<file path="config.mk">
export PLATFORM = sky130hd
export DESIGN_NAME = vend_controller
export DESIGN_NICKNAME = d
export VERILOG_FILES = /design/src/rtl/vend_controller.sv
export SDC_FILE = /design/constraint.sdc
export NUM_CORES = 1
export LEC_CHECK = 0
export CAP_MARGIN = 20
export CORE_ASPECT_RATIO = 0.7
export CORE_UTILIZATION = 55
export DETAILED_ROUTE_END_ITERATION = 10
export PLACE_DENSITY = 0.86
export SLEW_MARGIN = 20
export SYNTH_ARGS = -nofsm -noshare
export SYNTH_HDL_FRONTEND = slang
export SYNTH_SLANG_ARGS = --single-unit
</file>
<file path="constraint.sdc">
create_clock -name clk -period 7.5 [get_ports clk]
set_input_delay 1.125 -clock clk [delete_from_list [all_inputs] [get_ports clk]]
set_output_delay 1.125 -clock clk [all_outputs]
set_load 0.005 [all_outputs]
</file>
<file path="src/rtl/vend_controller.sv">
// rtl/vend_controller.sv - vending machine transaction controller (credit, timed windows, dispense/change)
//
// Ports:
//   clk, rst_n        system clock, asynchronous active-low reset
//   coin_valid        single-cycle coin pulse, value selected by coin_code (1/2/5/10)
//   sel_valid         single-cycle selection pulse for item sel_item
//   cancel            single-cycle cancel pulse
//   time_end          elapsed seconds from the external timer
//   counting_sign     timer run enable; low for one cycle clears and restarts the timer
//   credit            credit currently held
//   dispense          high while the selected item is being dispensed
//   item_out          latched item index, valid while dispense is high
//   change_valid      single-cycle change/refund pulse, amount on change_out
//   change_out        amount returned, held until the next change pulse
//   coin_reject       single-cycle pulse: coin not accepted
//   no_credit         single-cycle pulse: selection with insufficient credit

module vend_controller #(
    parameter int unsigned TIMEOUT_S  = 10,
    parameter int unsigned DISPENSE_S = 3,
    parameter logic [7:0]  PRICE0     = 8'd15,
    parameter logic [7:0]  PRICE1     = 8'd20,
    parameter logic [7:0]  PRICE2     = 8'd25,
    parameter logic [7:0]  PRICE3     = 8'd40,
    parameter logic [7:0]  CREDIT_MAX = 8'd200
) (
    input  logic       clk,
    input  logic       rst_n,
    input  logic       coin_valid,
    input  logic [1:0] coin_code,
    input  logic       sel_valid,
    input  logic [1:0] sel_item,
    input  logic       cancel,
    input  logic [5:0] time_end,
    output logic       counting_sign,
    output logic [7:0] credit,
    output logic       dispense,
    output logic [1:0] item_out,
    output logic       change_valid,
    output logic [7:0] change_out,
    output logic       coin_reject,
    output logic       no_credit
);

    typedef enum logic [1:0] {
        ST_IDLE,
        ST_COLLECT,
        ST_DISPENSE
    } state_t;

    localparam logic [5:0] TIMEOUT_T  = 6'(TIMEOUT_S);
    localparam logic [5:0] DISPENSE_T = 6'(DISPENSE_S);

    state_t     state;
    logic [7:0] coin_value;
    logic [7:0] price;
    logic [8:0] credit_sum;
    logic       timed_out;
    logic       hold_done;

    always_comb begin
        coin_value = 8'd1;
        case (coin_code)
            2'b00:   coin_value = 8'd1;
            2'b01:   coin_value = 8'd2;
            2'b10:   coin_value = 8'd5;
            default: coin_value = 8'd10;
        endcase
    end

    always_comb begin
        price = PRICE0;
        case (sel_item)
            2'd0:    price = PRICE0;
            2'd1:    price = PRICE1;
            2'd2:    price = PRICE2;
            default: price = PRICE3;
        endcase
    end

    // Nine bits so the overflow compare sees the true sum.
    assign credit_sum = {1'b0, credit} + {1'b0, coin_value};

    // time_end is only trusted while the timer is running; in the cycle
    // counting_sign is low it may still hold the previous window's count.
    assign timed_out = counting_sign && (time_end >= TIMEOUT_T);
    assign hold_done = counting_sign && (time_end >= DISPENSE_T);

    always_ff @(posedge clk or negedge rst_n) begin
        if (!rst_n) begin
            state         <= ST_IDLE;
            counting_sign <= 1'b0;
            credit        <= 8'd0;
            dispense      <= 1'b0;
            item_out      <= 2'd0;
            change_valid  <= 1'b0;
            change_out    <= 8'd0;
            coin_reject   <= 1'b0;
            no_credit     <= 1'b0;
        end else begin
            change_valid <= 1'b0;
            coin_reject  <= 1'b0;
            no_credit    <= 1'b0;

            case (state)
                ST_IDLE: begin
                    counting_sign <= 1'b0;
                    credit        <= 8'd0;
                    dispense      <= 1'b0;
                    // With zero credit every selection is insufficient.
                    no_credit     <= sel_valid;
                    if (coin_valid) begin
                        state         <= ST_COLLECT;
                        credit        <= coin_value;
                        // Timer was held clear through IDLE, so it can start directly.
                        counting_sign <= 1'b1;
                    end
                end

                ST_COLLECT: begin
                    counting_sign <= 1'b1;
                    if (timed_out || cancel) begin
                        change_valid  <= 1'b1;
                        change_out    <= credit;
                        credit        <= 8'd0;
                        counting_sign <= 1'b0;
                        coin_reject   <= coin_valid;
                        state         <= ST_IDLE;
                    end else if (sel_valid) begin
                        coin_reject <= coin_valid;
                        if (credit >= price) begin
                            item_out      <= sel_item;
                            credit        <= credit - price;
                            dispense      <= 1'b1;
                            counting_sign <= 1'b0;
                            state         <= ST_DISPENSE;
                        end else begin
                            no_credit <= 1'b1;
                        end
                    end else if (coin_valid) begin
                        if (credit_sum <= {1'b0, CREDIT_MAX}) begin
                            credit        <= credit_sum[7:0];
                            counting_sign <= 1'b0;
                        end else begin
                            coin_reject <= 1'b1;
                        end
                    end
                end

                ST_DISPENSE: begin
                    counting_sign <= 1'b1;
                    coin_reject   <= coin_valid;
                    if (hold_done) begin
                        dispense      <= 1'b0;
                        counting_sign <= 1'b0;
                        credit        <= 8'd0;
                        state         <= ST_IDLE;
                        if (credit != 8'd0) begin
                            change_valid <= 1'b1;
                            change_out   <= credit;
                        end
                    end
                end

                default: begin
                    state         <= ST_IDLE;
                    counting_sign <= 1'b0;
                    dispense      <= 1'b0;
                end
            endcase
        end
    end

endmodule

</file>
After elaboration in Yosys (flattened, before gate mapping)
Cells that the tools add are included.

storage, ports and cells
  word-level logic and storage cells = 92
  output and inout bits = 23
  bits in registers = 25
  input port bits = 15

operators by class
  bitwise operators = 1
  reductions and logical operators = 14
  add/subtract/negate cells = 2
  equal/unequal tests = 18
  magnitude comparators = 4
  muxes and demuxes = 44

operators by type and width
  operator              number
  $mux W8               10
  $pmux W8 S3           1
  $mux W1               19
  $pmux W6 S3           1
  $pmux W8 S2           1
  $reduce_and A4 Y1     4
  $ne A2 B2 Y1 const B  7
  $ne A4 B4 Y1 const B  3
  $pmux W4 S3           1
  $mux W2               5
  $add A8 B8 Y9         1
  $le A9 B8 Y1 const B  1
  $ge A8 B8 Y1          1
  $pmux W1 S2           4
  $reduce_bool A8 Y1    1
  $sub A8 B8 Y8         1
  $eq A2 B1 Y1 const B  3
  $eq A2 B2 Y1 const B  3
  $ge A6 B2 Y1 const B  1
  $ge A6 B4 Y1 const B  1
  $logic_not A2 Y1      3
  $ne A3 B3 Y1 const B  2
  $pmux W2 S3           1
  $reduce_and A5 Y1     1
  other kinds (6)       7

Longest topological paths before layout
Gate-level depths: netlist (run 1).

  word-level depth = 9
  mapped depth = 12

Worst setup path before layout (run 1)
OpenSTA, ideal clock, no wires.

  kind = in2reg
  from = in sel_item[1]
  to = reg credit[1]
  cell stages on the path = 10
  library setup time = 0.125 ns
  arrival time = 3.224 ns
  path slack = 4.152 ns
  buffers on the path = 0
  cells stage by stage = inv_1 ha_1 inv_1 fa_1 a211oi_1 o21ai_1 a2111oi_2 a311oi_2 nand3_2 mux2_2

on the way
  longest elaborated chain between the ends = 7
  elaborated cells on any way between the ends = 12
  those cells by class = add/sub (1); order compare (1); eq/ne (3); mux (5); reduce/logical (2)

RTL lines
  what                                        RTL line  source
  start: declaration                          32        input logic [1:0] sel_item,
  $eq A2 B2 Y1, or another cell as far along  73        case (sel_item)
  $pmux W6 S3 (*)                             73
  $sub A8 B8 Y8                               133       credit <= credit - price;
  $mux W8                                     131       if (credit >= price) begin
  $mux W8                                     129       end else if (sel_valid) begin
  $mux W8                                     122       if (timed_out || cancel) begin
  $pmux W8 S3                                 105       case (state)
  end signal: assignment                      114       credit <= coin_value;
  end signal: assignment                      133
  end signal: assignment                      142       credit <= credit_sum[7:0];
  end: declaration                            36        output logic [7:0] credit,

Every way passes the cells marked *; elsewhere a longest branch is shown, timed or not. The select of a mux whose other input is x is not followed.
A chain may end at the register's enable or synchronous reset.

Final worst setup path (run 1)
  from = in sel_item[0]
  to = reg credit[3]

The elaborated chain is that of the path after synthesis.

==> flow_results.xml, run 1 <==
<?xml version="1.0" encoding="UTF-8"?>
<metrics>
  <group name="synthesis">
    <metric name="syn-cell-area" unit="µm²">1971</metric>
    <metric name="postSynthRegisterBits" unit="">25</metric>
    <metric name="yosys.area.top_type" unit="">dfrtp_1</metric>
    <metric name="post_synth.cell_area_avg" unit="µm²">8.917</metric>
    <metric name="synthesized_netlist_net_count" unit="">256</metric>
    <metric name="synth_top_area_share" unit="%">31.75</metric>
    <metric name="number_of_flops_mapped_to_enable_cells_by_yosys" unit="">0</metric>
    <metric name="async_flop_share" unit="%">100.0</metric>
    <metric name="synthesis.instances" unit="">221</metric>
    <metric name="synth_flop_cell" unit="">dfrtp_1</metric>
    <metric name="sequential_share_of_the_synthesized_area" unit="%">31.75</metric>
    <metric name="yosysWarnings" unit="">0</metric>
    <metric name="post_synth_num_cell_types" unit="">51</metric>
    <metric name="netlist_top_cells_area" unit="">dfrtp_1 32%, ha_1 11%, o21ai_0 4.3%</metric>
  </group>
  <group name="clocking">
    <metric name="cts_made_buffers" unit="">3</metric>
    <metric name="cts.clk_slew.worst_paths" unit="ns">0.10</metric>
    <metric name="tritoncts" unit="">done</metric>
    <metric name="max-clock-path-buffers" unit="">2</metric>
    <metric name="post-cts-setup-buffer-count" unit="">0</metric>
    <metric name="num_clock_sinks" unit="">25</metric>
    <metric name="ctsResizeCount" unit="">0</metric>
    <metric name="buffer_type_at_the_clock_tree_root" unit="">clkbuf_8</metric>
    <metric name="post_cts_hold_buffer_count" unit="">0</metric>
    <metric name="clk-insertion-delay-late" unit="ns">0.28</metric>
    <metric name="h-tree-depth" unit="">1</metric>
  </group>
  <group name="critical_path">
    <metric name="worstSetupPathType" unit="">in -&gt; reg</metric>
    <metric name="startpoint_type" unit="">input pin</metric>
    <metric name="worstSetupEndpoint" unit="">credit[3]</metric>
    <metric name="ff2ff_setup_slack" unit="ns">4.38</metric>
    <metric name="r2r-start" unit="">credit[0]</metric>
    <metric name="ff2ff_path_depth" unit="">10</metric>
    <metric name="r2r_end" unit="">credit[3]</metric>
    <metric name="worstSetupEndpointType" unit="">flip-flop</metric>
    <metric name="crit_start" unit="">sel_item[0]</metric>
    <metric name="timing.critical_path.arrival" unit="ns">4.23</metric>
    <metric name="critPathMaxFanout" unit="">14</metric>
    <metric name="cp_data_required_time" unit="ns">7.68</metric>
  </group>
  <group name="die">
    <metric name="io_pins" unit="">38</metric>
    <metric name="die_height" unit="µm">52.08</metric>
    <metric name="fp.dieArea" unit="µm²">3830</metric>
    <metric name="die_w" unit="µm">73.55</metric>
    <metric name="fp-row-count" unit="">17</metric>
    <metric name="initial_utilization" unit="%">60.16</metric>
    <metric name="floorplan.core_area" unit="µm²">3276</metric>
  </group>
  <group name="drt">
    <metric name="vias" unit="">1795</metric>
    <metric name="number_of_iterations_in_the_first_detailed_routing_pass" unit="">5</metric>
    <metric name="routedWlPerCell" unit="µm">16.59</metric>
    <metric name="drt_iter0_drc" unit="">197</metric>
    <metric name="viasPerCell" unit="">5.963</metric>
    <metric name="detail-route-antenna-nets" unit="">0</metric>
    <metric name="post_route_wl" unit="µm">4993</metric>
    <metric name="post-route-drc-count" unit="">0</metric>
  </group>
  <group name="timing">
    <metric name="finalSetupViolCount" unit="">0</metric>
    <metric name="slew_headroom" unit="%">47.85</metric>
    <metric name="fin_setup_tns" unit="ns">0</metric>
    <metric name="fmax" unit="MHz">247.0</metric>
    <metric name="postLayoutSetupSlackWorst" unit="ns">3.451</metric>
    <metric name="layout_min_cycle_time" unit="ns">4.049</metric>
    <metric name="worst_margin_slew" unit="ns">0.7797</metric>
    <metric name="finClkSkew" unit="ns">0.01290</metric>
    <metric name="grt_setup_unrepaired" unit="">false</metric>
    <metric name="finalHoldViolCount" unit="">0</metric>
    <metric name="slew_viol_final" unit="">0</metric>
    <metric name="layout_worst_path_cycle_share" unit="%">53.98</metric>
  </group>
  <group name="layout">
    <metric name="fillCellCount" unit="">261</metric>
    <metric name="nets" unit="">290</metric>
    <metric name="area_delta_synth_final" unit="%">22.10</metric>
    <metric name="share_of_cells_above_drive_strength_1" unit="%">7.874</metric>
    <metric name="register_area" unit="µm²">625.6</metric>
    <metric name="post-route-util" unit="%">73.45</metric>
    <metric name="ant_cells" unit="">0</metric>
    <metric name="design_area" unit="µm²">2406</metric>
    <metric name="multi_input_area" unit="µm²">1219</metric>
  </group>
  <group name="grt">
    <metric name="largest_net_degree_at_the_start_of_global_routing" unit="">26</metric>
    <metric name="grt_first_pass_wirelength" unit="µm">8211</metric>
    <metric name="initial_antenna_violation_count" unit="">0</metric>
    <metric name="global_route.overflow_total" unit="">0</metric>
    <metric name="grt.total_usage" unit="%">29.01</metric>
    <metric name="grt_pass1_vias" unit="">1653</metric>
  </group>
  <group name="power_and_ir_drop">
    <metric name="max-vdd-ir-drop" unit="V">0.0001727</metric>
    <metric name="power.density_cell_area" unit="nW/µm²">295.6</metric>
    <metric name="static-leakage-power" unit="nW">1.079</metric>
  </group>
  <group name="placement">
    <metric name="detailed_place.area" unit="µm²">2356</metric>
    <metric name="numPortBuffers" unit="">37</metric>
    <metric name="post-dp-hpwl" unit="µm">3860</metric>
    <metric name="gp_congestion" unit="">0.8877</metric>
    <metric name="placement.setup.worst_slack" unit="ns">3.148</metric>
  </group>
  <group name="flow_run">
    <metric name="maxCapViolCount" unit="">0</metric>
  </group>
  <group name="outcome">
    <metric name="status" unit="">complete, no violations</metric>
  </group>
  <group name="min_path">
    <metric name="timing.hold.worst.start" unit="">change_out[0]</metric>
    <metric name="holdPathStages" unit="">2</metric>
    <metric name="min_path_type" unit="">reg -&gt; reg</metric>
  </group>
</metrics>
## state kept, by name (all words and copies together), names as in the netlist
| name | cells |
|---|---|
| change_out | 8 |
| credit | 8 |
| item_out | 2 |
| state | 2 |
| change_valid | 1 |
| coin_reject | 1 |
| counting_sign | 1 |
| dispense | 1 |
| no_credit | 1 |
## area by class of cell
type	instances	share of cell area, %
Clock buffer	3	1.716
Clock inverter	1	0.3640
Inverter	20	3.120
Sequential cell	25	26.00
Multi-Input combinational cell	167	50.65
Timing Repair Buffer	38	15.70
Tap cell	47	2.444
## worst min path at each step
stage,end,slack [ns]
after global routing,change_out[4],0.50
after detailed placement,change_out[0],0.47
after CTS,change_out[0],0.49
final,change_out[0],0.48
after global placement,change_out[0],0.46
after floorplan,item_out[0],0.47
## kinds of logic after synthesis
kind of cell             Yosys count  synth area share, %
multiplexers                       9                5.016
flip-flops                        25                31.75
buffers and inverters             29                6.412
XOR/XNOR                           5                2.223
AO/OA/AOI/OAI                     75                26.86
AND/OR/NAND/NOR                   58                14.29
adder cells (fa/ha/maj)           20                13.46
## through the flow
step	power (mW)	hold slack, ns	std cells
floorplan	0.4739	0.4721	221
global placement	0.6093	0.4602	297
detailed placement	0.6208	0.4691	297
CTS	0.7083	0.4883	301
global route	0.7663	0.5046	301
finish	0.7111	0.4788	301
## cell usage after synthesis (3+ instances only)
master and count:
nor2b_1 5, nand3_1 4, mux2_2 7, xnor2_1 3, a31oi_1 4, nor2_1 14, a211oi_1 4, nor4_1 3
nand2_1 18, a21o_1 4, a21oi_1 15, clkbuf_1 4, inv_1 20, dfrtp_1 25, o21ai_1 3, ha_1 18
o21ai_0 17, nor3_1 4
## cell usage in the layout (no fill, tap or decap), types with 3 or more instances in the layout
cell type        instances
a211oi_1                 4
a21o_1                   4
a21oi_1                 15
a31oi_1                  4
clkbuf_8                 3
clkdlybuf4s50_1         37
dfrtp_1                 25
ha_1                    18
inv_1                   20
mux2_2                   7
nand2_1                 18
nand3_1                  4
nor2_1                  14
nor2b_1                  5
nor3_1                   4
nor4_1                   3
o21ai_0                 17
o21ai_1                  3
xnor2_1                  3
## power by group
part,total (mW),internal (mW),switching (mW)
Sequential,0.222,0.175,0.0475
Clock,0.0853,0.0391,0.0463
Combinational,0.403,0.194,0.210
Total,0.711,0.407,0.304
## critical path, cell delays in order
cell and delay, ns:
clkdlybuf4s50_1 0.48, inv_1 0.15, ha_1 0.18, inv_1 0.07, fa_1 0.44, a211oi_1 0.21
o21ai_1 0.12, a2111oi_2 0.54, a311oi_2 0.21, nand3_2 0.31, mux2_2 0.38
## per-layer routing
metal / up-vias / track usage, % / part of all wire (%) / wire [µm]
met3: 13 / 6.589 / 8.0 / 397
met2: 80 / 43.58 / 44 / 2203
li1: 868 / - / - / -
met4: 0 / 7.692 / 1.4 / 69
met1: 834 / 41.83 / 47 / 2323
met5: - / 0 / 0 / 0
No activity file was read; power rests on OpenSTA's default activity.
==> inputs of run 2 (changes only) <==
Settings changed: CORE_UTILIZATION 55 to 47, PLACE_DENSITY 0.86 to 0.78.
Clock period 7.5 ns to 3.7 ns, I/O delays scaled along.
==> run 2 against run 1 <==
Net effect:
- die area rose by 16%
- utilization fell by 12 points
- combinational power rose by 100%
- sequential share of layout area fell by 0.25 points
- register-to-register slack got worse by 3.7 ns
- routed wire length fell by 6.6%
- cell count rose by 2.7%
==> flow_results.xml, run 2 (synthesis results as in run 1) <==
<?xml version="1.0" encoding="UTF-8"?>
<metrics>
  <group name="grt">
    <metric name="grt_pass1_vias" unit="">1635</metric>
    <metric name="grt_first_pass_wirelength" unit="µm">7845</metric>
    <metric name="grt.total_usage" unit="%">22.76</metric>
    <metric name="initial_antenna_violation_count" unit="">0</metric>
    <metric name="global_route.overflow_total" unit="">0</metric>
    <metric name="largest_net_degree_at_the_start_of_global_routing" unit="">26</metric>
  </group>
  <group name="critical_path">
    <metric name="cp_data_required_time" unit="ns">3.86</metric>
    <metric name="critPathMaxFanout" unit="">12</metric>
    <metric name="worstSetupPathType" unit="">in -&gt; reg</metric>
    <metric name="r2r-start" unit="">credit[0]</metric>
    <metric name="startpoint_type" unit="">input pin</metric>
    <metric name="worstSetupEndpointType" unit="">flip-flop</metric>
    <metric name="timing.critical_path.arrival" unit="ns">3.52</metric>
    <metric name="ff2ff_setup_slack" unit="ns">0.69</metric>
    <metric name="ff2ff_path_depth" unit="">10</metric>
    <metric name="r2r_end" unit="">credit[1]</metric>
  </group>
  <group name="placement">
    <metric name="gp_congestion" unit="">0.9477</metric>
    <metric name="post-dp-hpwl" unit="µm">3722</metric>
    <metric name="place_inst" unit="">305</metric>
    <metric name="placement.setup.worst_slack" unit="ns">0.03349</metric>
    <metric name="detailed_place.area" unit="µm²">2385</metric>
    <metric name="numPortBuffers" unit="">37</metric>
  </group>
  <group name="power_and_ir_drop">
    <metric name="power.switching_fraction" unit="%">41.74</metric>
    <metric name="p_seq_share" unit="%">31.3</metric>
    <metric name="clock_power_share" unit="%">11.4</metric>
    <metric name="power.density_cell_area" unit="nW/µm²">586.5</metric>
    <metric name="power_report.internal_total" unit="µW">830.2</metric>
    <metric name="max-vdd-ir-drop" unit="V">0.0003392</metric>
    <metric name="total_power" unit="mW">1.425</metric>
    <metric name="power.switching" unit="µW">594.9</metric>
    <metric name="static-leakage-power" unit="nW">1.091</metric>
    <metric name="p_comb_share" unit="%">57.3</metric>
  </group>
  <group name="timing">
    <metric name="finalHoldViolCount" unit="">0</metric>
    <metric name="finClkSkew" unit="ns">0.008057</metric>
    <metric name="grt_setup_unrepaired" unit="">false</metric>
    <metric name="postLayoutSetupSlackWorst" unit="ns">0.3348</metric>
    <metric name="layout_worst_path_cycle_share" unit="%">90.95</metric>
    <metric name="worst_margin_slew" unit="ns">0.4518</metric>
    <metric name="fmax" unit="MHz">297.2</metric>
    <metric name="finalSetupViolCount" unit="">0</metric>
    <metric name="fin_worst_hold_slack" unit="ns">0.4813</metric>
    <metric name="layout_min_cycle_time" unit="ns">3.365</metric>
    <metric name="slew_viol_final" unit="">0</metric>
    <metric name="fin_setup_tns" unit="ns">0</metric>
    <metric name="slew_headroom" unit="%">69.81</metric>
  </group>
  <group name="layout">
    <metric name="ant_cells" unit="">0</metric>
    <metric name="multi_input_area" unit="µm²">1219</metric>
    <metric name="final_cell_mix" unit="">37 x clkdlybuf4s50_1, 25 x dfrtp_1, 20 x inv_1, 18 x nand2_1, 18 x ha_1</metric>
    <metric name="register_area" unit="µm²">625.6</metric>
    <metric name="design_area" unit="µm²">2430</metric>
    <metric name="largest_registers" unit="">change_out (8), credit (8)</metric>
    <metric name="share_of_cells_above_drive_strength_1" unit="%">8.560</metric>
    <metric name="mostFrequentLayoutCell" unit="">clkdlybuf4s50_1</metric>
    <metric name="nets" unit="">293</metric>
    <metric name="fillCellCount" unit="">363</metric>
    <metric name="post-route-util" unit="%">61.20</metric>
    <metric name="area_delta_synth_final" unit="%">23.30</metric>
    <metric name="post_layout_nonfiller_instances" unit="">309</metric>
  </group>
  <group name="min_path">
    <metric name="min_to" unit="">change_out[4]</metric>
    <metric name="min_path_type" unit="">reg -&gt; reg</metric>
    <metric name="holdPathStages" unit="">2</metric>
    <metric name="timing.hold.worst.start" unit="">change_out[4]</metric>
  </group>
  <group name="drt">
    <metric name="vias" unit="">1762</metric>
    <metric name="post-route-drc-count" unit="">0</metric>
    <metric name="post_route_wl" unit="µm">4661</metric>
    <metric name="number_of_iterations_in_the_first_detailed_routing_pass" unit="">4</metric>
    <metric name="routedWlPerCell" unit="µm">15.08</metric>
    <metric name="drt_iter0_drc" unit="">162</metric>
    <metric name="detail-route-antenna-nets" unit="">0</metric>
    <metric name="viasPerCell" unit="">5.702</metric>
  </group>
  <group name="clocking">
    <metric name="tritoncts" unit="">done</metric>
    <metric name="h-tree-depth" unit="">1</metric>
    <metric name="clk-insertion-delay-late" unit="ns">0.27</metric>
    <metric name="cts.clk_slew.worst_paths" unit="ns">0.08</metric>
    <metric name="cts_made_buffers" unit="">3</metric>
    <metric name="post_cts_hold_buffer_count" unit="">0</metric>
    <metric name="ctsResizeCount" unit="">0</metric>
    <metric name="num_clock_sinks" unit="">25</metric>
    <metric name="max-clock-path-buffers" unit="">2</metric>
    <metric name="buffer_type_at_the_clock_tree_root" unit="">clkbuf_8</metric>
    <metric name="post-cts-setup-buffer-count" unit="">0</metric>
  </group>
  <group name="die">
    <metric name="fp.dieArea" unit="µm²">4460</metric>
    <metric name="die_height" unit="µm">56.18</metric>
    <metric name="fp-row-count" unit="">19</metric>
    <metric name="floorplan.core_area" unit="µm²">3970</metric>
    <metric name="io_pins" unit="">38</metric>
    <metric name="die_w" unit="µm">79.40</metric>
    <metric name="initial_utilization" unit="%">49.64</metric>
  </group>
  <group name="flow_run">
    <metric name="maxCapViolCount" unit="">0</metric>
  </group>
  <group name="outcome">
    <metric name="status" unit="">complete, no violations</metric>
  </group>
</metrics>
[run 2: cell types whose count changed in the layout (fill, tap and decap cells not counted)]
cell,previous run,this run
buf_4,1,4
clkbuf_1,0,1
inv_6,1,0
[run 2: worst max-delay path: stages]
cell	delay, ns
clkdlybuf4s50_1	0.47
inv_1	0.14
ha_1	0.17
inv_1	0.07
fa_1	0.45
a211oi_1	0.22
o21ai_1	0.12
a2111oi_2	0.50
a311oi_2	0.19
nand3_2	0.26
mux2_2	0.37
[run 2: worst max path at each step]
stage                      startpoint        end  slack (ns)  depth (start not counted)
after global placement    sel_item[0]  credit[3]        0.09                         11
after global routing      sel_item[0]  credit[1]        0.18                         11
after floorplan           sel_item[1]  credit[1]        0.92                         10
after CTS                 sel_item[0]  credit[1]        0.33                         11
after detailed placement  sel_item[0]  credit[3]        0.03                         11
final                     sel_item[0]  credit[1]        0.33                         11
[run 2: cell type report]
| class | instances | share of cell area, % |
|---|---|---|
| multi-input cells | 167 | 50.15 |
| repair buffers | 41 | 16.48 |
| well taps | 52 | 2.678 |
| flip-flops and latches | 25 | 25.75 |
| inverters | 20 | 3.090 |
| clock buffers | 4 | 1.854 |
[run 2: layer usage]
| layer | share of wire, % | routed length [µm] | vias up | GRT usage (%) |
|---|---|---|---|---|
| met2 | 39 | 1807 | 67 | 30.67 |
| met3 | 7.9 | 366 | 4 | 3.934 |
| met4 | 0.90 | 42 | 0 | 5.195 |
| met1 | 52 | 2445 | 819 | 36.84 |
| met5 | 0 | 0 | - | 0 |
| li1 | - | - | 872 | - |
[run 2: power groups by stage]
stage	Sequential, mW	Clock [mW]	Combinational [mW]
final	0.446	0.162	0.817
after floorplan	0.427	0	0.534
after global routing	0.458	0.181	0.904
after detailed placement	0.451	0	0.808
after CTS	0.446	0.170	0.813
after global placement	0.447	0	0.803
==> inputs of run 3 (changes only) <==
Settings changed: GPL_TIMING_DRIVEN from default to 1.
==> results of run 3 <==
Final layout, timing and power as in run 2 (identical DEF).
